### src/rtl/i2c_pkg.sv
// rtl/i2c_pkg.sv - shared state encodings, defaults and helpers for the I2C request arbiter
package i2c_pkg;

  localparam logic [1:0] ST_IDLE     = 2'd0;
  localparam logic [1:0] ST_LAUNCH   = 2'd1;
  localparam logic [1:0] ST_WAIT     = 2'd2;
  localparam logic [1:0] ST_COMPLETE = 2'd3;

  localparam logic [15:0] TIMEOUT_DEFAULT = 16'd50000;

  typedef struct packed {
    logic [6:0] addr;
    logic       rw;
    logic [7:0] wdata;
  } txn_t;

  // Round robin: on a tie the pointer decides, otherwise whoever is asking wins.
  function automatic logic pick_winner(input logic req0, input logic req1, input logic ptr);
    return (req0 && req1) ? ptr : req1;
  endfunction

endpackage

### src/rtl/i2c_request_arbiter_if.sv
// rtl/i2c_request_arbiter_if.sv - requester and I2C master signals of the arbiter
interface i2c_request_arbiter_if;
  logic       Req0, Req1;
  logic [6:0] Addr0, Addr1;
  logic       RW0, RW1;
  logic [7:0] WrData0, WrData1;
  logic       Grant0, Grant1;
  logic       Done0, Done1;
  logic       Error;
  logic [7:0] RdData;
  logic       MasterGo, MasterAbort;
  logic [6:0] MasterAddr;
  logic       MasterReadorWrite;
  logic [7:0] MasterWrData;
  logic       MasterDone, MasterAckError;
  logic [7:0] MasterRdData;

  // Arbiter side.
  modport slave (
    input  Req0, Req1, Addr0, Addr1, RW0, RW1, WrData0, WrData1,
    input  MasterDone, MasterAckError, MasterRdData,
    output Grant0, Grant1, Done0, Done1, Error, RdData,
    output MasterGo, MasterAbort, MasterAddr, MasterReadorWrite, MasterWrData
  );

  // Environment side: requesters plus the I2C master.
  modport master (
    output Req0, Req1, Addr0, Addr1, RW0, RW1, WrData0, WrData1,
    output MasterDone, MasterAckError, MasterRdData,
    input  Grant0, Grant1, Done0, Done1, Error, RdData,
    input  MasterGo, MasterAbort, MasterAddr, MasterReadorWrite, MasterWrData
  );
endinterface

### src/rtl/arb_watchdog.sv
// rtl/arb_watchdog.sv - saturating 16-bit wait watchdog for the arbiter
module arb_watchdog
  import i2c_pkg::*;
#(
  parameter logic [15:0] TIMEOUT_CYCLES = TIMEOUT_DEFAULT
) (
  input  logic clock,
  input  logic Reset,
  input  logic Clear,
  input  logic Enable,
  output logic Expired
);

  logic [15:0] count;

  // Count enabled cycles, saturating at all-ones so it can never wrap back to zero.
  always_ff @(posedge clock) begin
    if (Reset || Clear) begin
      count <= 16'd0;
    end else if (Enable && (count != 16'hFFFF)) begin
      count <= count + 16'd1;
    end
  end

  assign Expired = (count == (TIMEOUT_CYCLES - 16'd1));

endmodule

### src/rtl/i2c_request_arbiter.sv
// rtl/i2c_request_arbiter.sv - two-requester round-robin arbiter in front of an I2C master
module i2c_request_arbiter
  import i2c_pkg::*;
#(
  parameter logic [15:0] TIMEOUT_CYCLES = TIMEOUT_DEFAULT
) (
  input logic                   clock,
  input logic                   Reset,
  i2c_request_arbiter_if.slave  bus
);

  logic [1:0] state;
  logic       ptr;
  logic       owner;
  logic       winner;
  logic       expired;
  txn_t       sel;

  assign winner = pick_winner(bus.Req0, bus.Req1, ptr);
  assign sel    = winner ? {bus.Addr1, bus.RW1, bus.WrData1}
                         : {bus.Addr0, bus.RW0, bus.WrData0};

  arb_watchdog #(.TIMEOUT_CYCLES(TIMEOUT_CYCLES)) u_watchdog (
    .clock   (clock),
    .Reset   (Reset),
    .Clear   (state == ST_LAUNCH),
    .Enable  (state == ST_WAIT),
    .Expired (expired)
  );

  // Arbitration FSM; every output is a register set on the edge entering the state it belongs to.
  always_ff @(posedge clock) begin
    if (Reset) begin
      state                 <= ST_IDLE;
      ptr                   <= 1'b0;
      owner                 <= 1'b0;
      bus.Grant0            <= 1'b0;
      bus.Grant1            <= 1'b0;
      bus.Done0             <= 1'b0;
      bus.Done1             <= 1'b0;
      bus.Error             <= 1'b0;
      bus.RdData            <= 8'h00;
      bus.MasterGo          <= 1'b0;
      bus.MasterAbort       <= 1'b0;
      bus.MasterAddr        <= 7'h00;
      bus.MasterReadorWrite <= 1'b0;
      bus.MasterWrData      <= 8'h00;
    end else begin
      bus.MasterGo    <= 1'b0;
      bus.MasterAbort <= 1'b0;
      bus.Done0       <= 1'b0;
      bus.Done1       <= 1'b0;
      case (state)
        ST_IDLE: begin
          if (bus.Req0 || bus.Req1) begin
            state                 <= ST_LAUNCH;
            owner                 <= winner;
            bus.Grant0            <= ~winner;
            bus.Grant1            <= winner;
            bus.MasterGo          <= 1'b1;
            bus.MasterAddr        <= sel.addr;
            bus.MasterReadorWrite <= sel.rw;
            bus.MasterWrData      <= sel.wdata;
          end
        end
        ST_LAUNCH: begin
          state <= ST_WAIT;
        end
        ST_WAIT: begin
          // A master completion in the expiry cycle takes precedence over the abort.
          if (bus.MasterDone) begin
            state      <= ST_COMPLETE;
            bus.RdData <= bus.MasterRdData;
            bus.Error  <= bus.MasterAckError;
            bus.Done0  <= ~owner;
            bus.Done1  <= owner;
          end else if (expired) begin
            state           <= ST_COMPLETE;
            bus.MasterAbort <= 1'b1;
            bus.RdData      <= 8'h00;
            bus.Error       <= 1'b1;
            bus.Done0       <= ~owner;
            bus.Done1       <= owner;
          end
        end
        default: begin
          state      <= ST_IDLE;
          ptr        <= ~owner;
          bus.Grant0 <= 1'b0;
          bus.Grant1 <= 1'b0;
        end
      endcase
    end
  end

endmodule

### src/flat_wrapper.sv
// flat-port wrapper written by rule: the top's interface ports become plain ports
module i2c_request_arbiter_flat import i2c_pkg::*;
#(
  parameter logic [15:0] TIMEOUT_CYCLES = TIMEOUT_DEFAULT
)
  (clock, Reset, bus_Req0, bus_Req1, bus_Addr0, bus_Addr1, bus_RW0, bus_RW1, bus_WrData0, bus_WrData1, bus_MasterDone, bus_MasterAckError, bus_MasterRdData, bus_Grant0, bus_Grant1, bus_Done0, bus_Done1, bus_Error, bus_RdData, bus_MasterGo, bus_MasterAbort, bus_MasterAddr, bus_MasterReadorWrite, bus_MasterWrData);
  i2c_request_arbiter_if bus_i ();
  input logic clock;
  input logic Reset;
  input wire logic [$bits(bus_i.Req0)-1:0] bus_Req0;
  input wire logic [$bits(bus_i.Req1)-1:0] bus_Req1;
  input wire logic [$bits(bus_i.Addr0)-1:0] bus_Addr0;
  input wire logic [$bits(bus_i.Addr1)-1:0] bus_Addr1;
  input wire logic [$bits(bus_i.RW0)-1:0] bus_RW0;
  input wire logic [$bits(bus_i.RW1)-1:0] bus_RW1;
  input wire logic [$bits(bus_i.WrData0)-1:0] bus_WrData0;
  input wire logic [$bits(bus_i.WrData1)-1:0] bus_WrData1;
  input wire logic [$bits(bus_i.MasterDone)-1:0] bus_MasterDone;
  input wire logic [$bits(bus_i.MasterAckError)-1:0] bus_MasterAckError;
  input wire logic [$bits(bus_i.MasterRdData)-1:0] bus_MasterRdData;
  output wire logic [$bits(bus_i.Grant0)-1:0] bus_Grant0;
  output wire logic [$bits(bus_i.Grant1)-1:0] bus_Grant1;
  output wire logic [$bits(bus_i.Done0)-1:0] bus_Done0;
  output wire logic [$bits(bus_i.Done1)-1:0] bus_Done1;
  output wire logic [$bits(bus_i.Error)-1:0] bus_Error;
  output wire logic [$bits(bus_i.RdData)-1:0] bus_RdData;
  output wire logic [$bits(bus_i.MasterGo)-1:0] bus_MasterGo;
  output wire logic [$bits(bus_i.MasterAbort)-1:0] bus_MasterAbort;
  output wire logic [$bits(bus_i.MasterAddr)-1:0] bus_MasterAddr;
  output wire logic [$bits(bus_i.MasterReadorWrite)-1:0] bus_MasterReadorWrite;
  output wire logic [$bits(bus_i.MasterWrData)-1:0] bus_MasterWrData;
  assign bus_i.Req0 = bus_Req0;
  assign bus_i.Req1 = bus_Req1;
  assign bus_i.Addr0 = bus_Addr0;
  assign bus_i.Addr1 = bus_Addr1;
  assign bus_i.RW0 = bus_RW0;
  assign bus_i.RW1 = bus_RW1;
  assign bus_i.WrData0 = bus_WrData0;
  assign bus_i.WrData1 = bus_WrData1;
  assign bus_i.MasterDone = bus_MasterDone;
  assign bus_i.MasterAckError = bus_MasterAckError;
  assign bus_i.MasterRdData = bus_MasterRdData;
  assign bus_Grant0 = bus_i.Grant0;
  assign bus_Grant1 = bus_i.Grant1;
  assign bus_Done0 = bus_i.Done0;
  assign bus_Done1 = bus_i.Done1;
  assign bus_Error = bus_i.Error;
  assign bus_RdData = bus_i.RdData;
  assign bus_MasterGo = bus_i.MasterGo;
  assign bus_MasterAbort = bus_i.MasterAbort;
  assign bus_MasterAddr = bus_i.MasterAddr;
  assign bus_MasterReadorWrite = bus_i.MasterReadorWrite;
  assign bus_MasterWrData = bus_i.MasterWrData;
  i2c_request_arbiter #(.TIMEOUT_CYCLES(TIMEOUT_CYCLES)) u_core (.clock(clock), .Reset(Reset), .bus(bus_i));
endmodule
### config.mk
export PLATFORM = sky130hd
export DESIGN_NAME = i2c_request_arbiter_flat
export DESIGN_NICKNAME = d
export VERILOG_FILES = /design/src/rtl/i2c_pkg.sv /design/src/rtl/i2c_request_arbiter_if.sv /design/src/rtl/arb_watchdog.sv /design/src/rtl/i2c_request_arbiter.sv /design/src/flat_wrapper.sv
export SDC_FILE = /design/constraint.sdc
export NUM_CORES = 1
export LEC_CHECK = 0
export ABC_CLOCK_PERIOD_IN_PS = 2850
export CORE_UTILIZATION = 49
export DETAILED_ROUTE_END_ITERATION = 16
export PLACE_DENSITY = 0.94
export SYNTH_ARGS = -nofsm -noshare
export SYNTH_HDL_FRONTEND = slang
export SYNTH_SLANG_ARGS = --single-unit
### constraint.sdc
create_clock -name clock -period 2.85 [get_ports clock]
set_input_delay 0.57 -clock clock [delete_from_list [all_inputs] [get_ports clock]]
set_output_delay 0.57 -clock clock [all_outputs]
set_load 0.005 [all_outputs]
Word level (Yosys, flattened, before mapping)
Cells that the tools add are included.

word-level totals
  register bits after elaboration = 51
  input port bits = 46
  output and inout port bits = 31
  logic and storage cells = 62

operators by class
  $add $sub $neg = 1
  equal/unequal tests = 6
  mux-type cells = 20
  bitwise operators = 5
  reductions and logical operators = 15

operator list
  kind                   number
  $add 16x1->16 const B  1
  $eq 16x16->1 const B   1
  $mux 16                1
  $mux 8                 2
  $ne 16x16->1 const B   1
  $mux 1                 11
  $reduce_and 2->1       4
  $mux 2                 3
  $pmux 2 s3             1
  $reduce_or 2->1        3
  $reduce_or 3->1        2
  $not 1->1              5
  $pmux 1 s2             2
  $ne 3x2->1 const B     1
  $eq 2x1->1 const B     1
  $eq 2x2->1 const B     1
  $logic_and 1x1->1      2
  $logic_not 2->1        1
  $logic_or 1x1->1       2
  $ne 2x1->1 const B     1
  $reduce_bool 2->1      1

Logic depth before layout (Yosys ltp)
  word-level depth = 5
  gate-level depth with buffers = 7
  gate-level depth less buffers = 6

By module
A second synthesis with hierarchy kept.

unflattened totals
  cell total of the unflattened synthesis = 272
  area, all modules = 2424.8 µm²

modules (own cells, without submodules)
  module               instances  cells an instance  area an instance (µm²)  seq. area each (µm²)
  i2c_request_arbiter  1          177                1530.2                  700.7
  arb_watchdog         1          95                 894.6                   320.3

Worst setup path after synthesis
Ideal clock, no wire load.

  path kind = reg2reg
  from = reg u_core.u_watchdog.count[4]
  to = reg u_core.state[0]
  library setup time = 0.072 ns
  data arrival time = 1.792 ns
  data required time = 2.778 ns
  path slack = 0.986 ns
  stages on the path, launching flop included = 5
  buffers on the path = 0
  period minus slack after synthesis = 1.864 ns
  path through = dfxtp_1 -> or4b_4 -> or4_4 -> a31oi_4 -> mux2i_1

on the way
  cells in the longest elaborated chain, start to end = 3

RTL lines
  what                               RTL line                   text
  from (decl)                        arb_watchdog.sv:14         logic [15:0] count;
  from (signal assigned)             arb_watchdog.sv:21         count <= count + 16'd1;
  $eq 16x16->1                       arb_watchdog.sv:25         assign Expired = (count == (TIMEOUT_CYCLES - 16'd1));
  $ne 3x2->1 (no source line)        --
  $reduce_and 2->1 (no source line)  --
  to (signal assigned)               i2c_request_arbiter.sv:34  state <= ST_IDLE;
  to (signal assigned)               i2c_request_arbiter.sv:56  state <= ST_LAUNCH;
  to (signal assigned)               i2c_request_arbiter.sv:67  state <= ST_WAIT;
  to (decl)                          i2c_request_arbiter.sv:12  logic [1:0] state;

Every way passes these cells.
A chain may end at the register's enable or synchronous reset.

Worst setup path after layout
  from = reg u_core.state[0]
  to = reg u_core.u_watchdog.count[11]

on the way
  cells in the longest elaborated chain, start to end = 2
  elaborated cells on any way between the ends = 4
  those cells by class = eq/ne: 2; reduce/logical: 2

RTL lines
  what                                                   RTL line
  $eq 2x2->1 or $eq 2x1->1 (tied branches)               i2c_request_arbiter.sv:27, i2c_request_arbiter.sv:26
  $logic_and 1x1->1 or $logic_or 1x1->1 (tied branches)  arb_watchdog.sv:20, arb_watchdog.sv:18

Parallel ways exist; a longest one is shown, timed or not.

==> results.json <==
{
  "outcome": "completed",
  "path_clk_slew_ns": 0.09,
  "path_cells": "inv_1, ha_1, nand3_1, or4_1, o311ai_0, o41ai_1",
  "yosysWarnings": 0,
  "postCtsResizedCells": 0,
  "pre_cts_ws_ns": 0.459,
  "drt_iter0_drc": 242,
  "synth_most_common_cell": "dfxtp_1",
  "comb_power_share_pct": 34.6,
  "synthAdderAreaFrac_pct": 2.76,
  "drive_above_1_share_pct": 4.66,
  "first_global_vias": 2050,
  "io_buffers": 76,
  "cts_root_buf": "clkbuf_8",
  "setup_viol": 0,
  "pwr-share-clk_pct": 23.1,
  "cts_hold_repair.buffers": 0,
  "grt_start_max_net_pins": 21,
  "gp_congestion": 0.954,
  "initial_utilization_pct": 51.3,
  "die_w_um": 70,
  "crit_required_ns": 3.03,
  "synth_area_per_cell_um2": 9.14,
  "worstSetupStartpoint": "u_core.state[0]",
  "r2r-start": "u_core.state[0]",
  "synth_xor_area_share_pct": 0.387,
  "grt_use_total_pct": 22.8,
  "areaGrowthSynthToFinish_pct": 40.1,
  "p_switching_uw": 643,
  "seq_power_share_pct": 42.3,
  "wl_per_cell_um": 14.3,
  "min_period_over_period_pct": 84.2,
  "async_reset_ff_share_pct": 0,
  "report.final.hold_viol_count": 0,
  "viasPerCell": 5.90,
  "grt_pass1_wl_um": 8980,
  "grt_setup_unrepaired": "false",
  "ys_seq_area_share_pct": 45.1,
  "fin_setup_tns_ns": 0,
  "cp-end-kind": "flip-flop",
  "dieArea_um2": 4900,
  "path_depth": 6,
  "cts.sinks": 51,
  "ys_ff_latch": 51,
  "path_buf_inv": 1,
  "start_kind": "flip-flop",
  "maxSlewViolCount": 0,
  "hpwl_um": 3820,
  "worst-slew-pin-transition_ns": 0.864,
  "p_leak_nw": 1.11,
  "synth_top_family_by_area": "compound AO/OA/AOI/OAI gates",
  "r2r-end": "u_core.u_watchdog.count[11]",
  "fin_worst_skew_ns": 0.00481,
  "io_pins": 77,
  "nNetsFinal": 373,
  "final_util_pct": 71.9,
  "slew_headroom_pct": 42.4,
  "htree_levels": 2,
  "synth_top_flop_cell": "dfxtp_1",
  "rows": 24,
  "cts_tree": "done",
  "yosys-top-cells-area": "dfxtp_1 45%, mux2i_1 6.2%, a211oi_1 4.6%, nor2_1 4.3%, a21oi_1 4.0%",
  "synth_top_area_share_pct": 45.1,
  "grt-ovfl-total": 0,
  "cp_top_family": "simple AND/OR/NAND/NOR gates",
  "yosys.area_share.simple_pct": 19.1,
  "antenna_found_initial": 0,
  "post-route-drc-count": 0,
  "firstDrtPassIters": 4,
  "clk_path_buf_depth": 2,
  "clkLatencyLatePin_ns": 0.31,
  "ir_worst_vdd_uv": 342,
  "critPathSlowestCell": "or4_1",
  "fmax_mhz": 417,
  "worst_slack_ns": 0.450,
  "fillers": 321,
  "min_path_type": "flip-flop to flip-flop",
  "syn_nets": 299,
  "die_height_um": 70,
  "switching_share_pct": 30.7,
  "yosys-top-cells-count": "51 x dfxtp_1, 26 x nor2_1, 18 x a21oi_1",
  "coreArea_um2": 4410,
  "maxCapViolCount": 0,
  "cp.arrival_ns": 2.57,
  "crit_fanout": 13,
  "ff2ff_path_depth": 6,
  "r2r_slack_ns": 0.45,
  "power_density_nw_per_um2": 661,
  "num_antenna_cells": 0,
  "synth.largest_area_cell": "dfxtp_1",
  "synth_edf_count": 0,
  "critPathKind": "flip-flop to flip-flop",
  "synth_cells": 248,
  "slowest_delay_ns": 0.59,
  "synth_compound_area_share_pct": 23.0,
  "cts_made_buffers": 5,
  "ant_nets": 0,
  "netlist_area_um2": 2270,
  "p_int_mw": 1.45,
  "synth.distinct_cells": 38,
  "wl_um": 5330,
  "crit_end": "u_core.u_watchdog.count[11]",
  "vias": 2205,
  "period_needed_ns": 2.40,
  "synth.mux.area_fraction_pct": 6.18,
  "post-cts-setup-buffers": 0
}
## routing by layer
metal / global-route usage, % / routed length, µm
met3: 6.35 / 423
met1: 28.7 / 2260
met2: 36.4 / 2570
met4: 10.0 / 77
met5: 0 / 0
## tightest hold or removal path: stages, from the launching register on
cell and delay (ns):
dfxtp_1 0.32, nand2_1 0.05, a21oi_1 0.05
## registers in the layout, summed over array words and instances, names as in the netlist, 2 cells and up
| register | count |
|---|---|
| u_core.bus.RdData | 8 |
| u_core.state | 2 |
| u_core.bus.MasterWrData | 8 |
| u_core.bus.MasterAddr | 7 |
| u_core.u_watchdog.count | 16 |
## cell usage in the layout, fill, tap and decap left out, types with 4 or more instances in the layout
master	synthesis	routed
a32oi_1	6	6
nand2b_1	4	4
o21ai_0	6	6
o41ai_1	4	4
ha_1	5	5
nand4_1	7	7
a22o_1	8	8
nand2_1	16	16
nor3_1	10	10
a21oi_1	18	18
dfxtp_1	51	51
mux2i_1	14	14
nor2_1	26	26
clkbuf_8	0	5
or4_1	6	6
o31ai_1	4	4
inv_1	8	8
a211oi_1	14	14
or3_1	6	6
nand3_1	4	4
buf_4	0	4
clkdlybuf4s50_1	0	76
## cells by family after synthesis
kind of cell	after synthesis
compound gates	71
mux	14
xor+xnor	1
simple gates	85
flops	51
buf+inv	21
fa+ha+maj	5
## worst min-delay path by stage
stage / startpoint / slack [ns] / end / depth (start not counted)
floorplan: u_core.owner / 0.42 / u_core.bus.Done0 / 1
global placement: u_core.bus.MasterWrData[1] / 0.44 / u_core.bus.MasterWrData[1] / 2
detailed placement: u_core.bus.MasterWrData[0] / 0.44 / u_core.bus.MasterWrData[0] / 2
CTS: u_core.bus.MasterWrData[0] / 0.46 / u_core.bus.MasterWrData[0] / 2
global route: u_core.owner / 0.47 / u_core.bus.Done0 / 1
finish: u_core.bus.MasterWrData[2] / 0.45 / u_core.bus.MasterWrData[2] / 2
## power by group through the flow
stage	Clock [mW]	Combinational [mW]	Sequential, mW
6_report	0.484	0.727	0.887
5_1_grt	0.516	0.803	0.903
4_1_cts	0.490	0.732	0.887
3_5_place_dp	0	0.722	0.901
3_3_place_gp	0	0.696	0.899
2_1_floorplan	0	0.377	0.904
## final cells by class
type                            instances  area [µm²]  area share (%)
Clock buffer                            6        72.6            2.29
Clock inverter                          1        30.0           0.946
Inverter                                8        30.0           0.946
Multi-Input combinational cell        176        1160            36.7
Sequential cell                        51        1020            32.2
Tap cell                               52        65.1            2.05
Timing Repair Buffer                   80         791            24.9
## metrics by stage
| step | instance area (µm²) | hold slack [ns] | cells | total power, mW |
|---|---|---|---|---|
| floorplan | 2270 | 0.422 | 248 | 1.28 |
| global placement | 3070 | 0.438 | 367 | 1.60 |
| detailed placement | 3070 | 0.444 | 367 | 1.62 |
| CTS | 3170 | 0.456 | 374 | 2.11 |
| global route | 3170 | 0.475 | 374 | 2.22 |
| finish | 3170 | 0.451 | 374 | 2.10 |
Note: power is estimated with default switching activity, not from simulation.
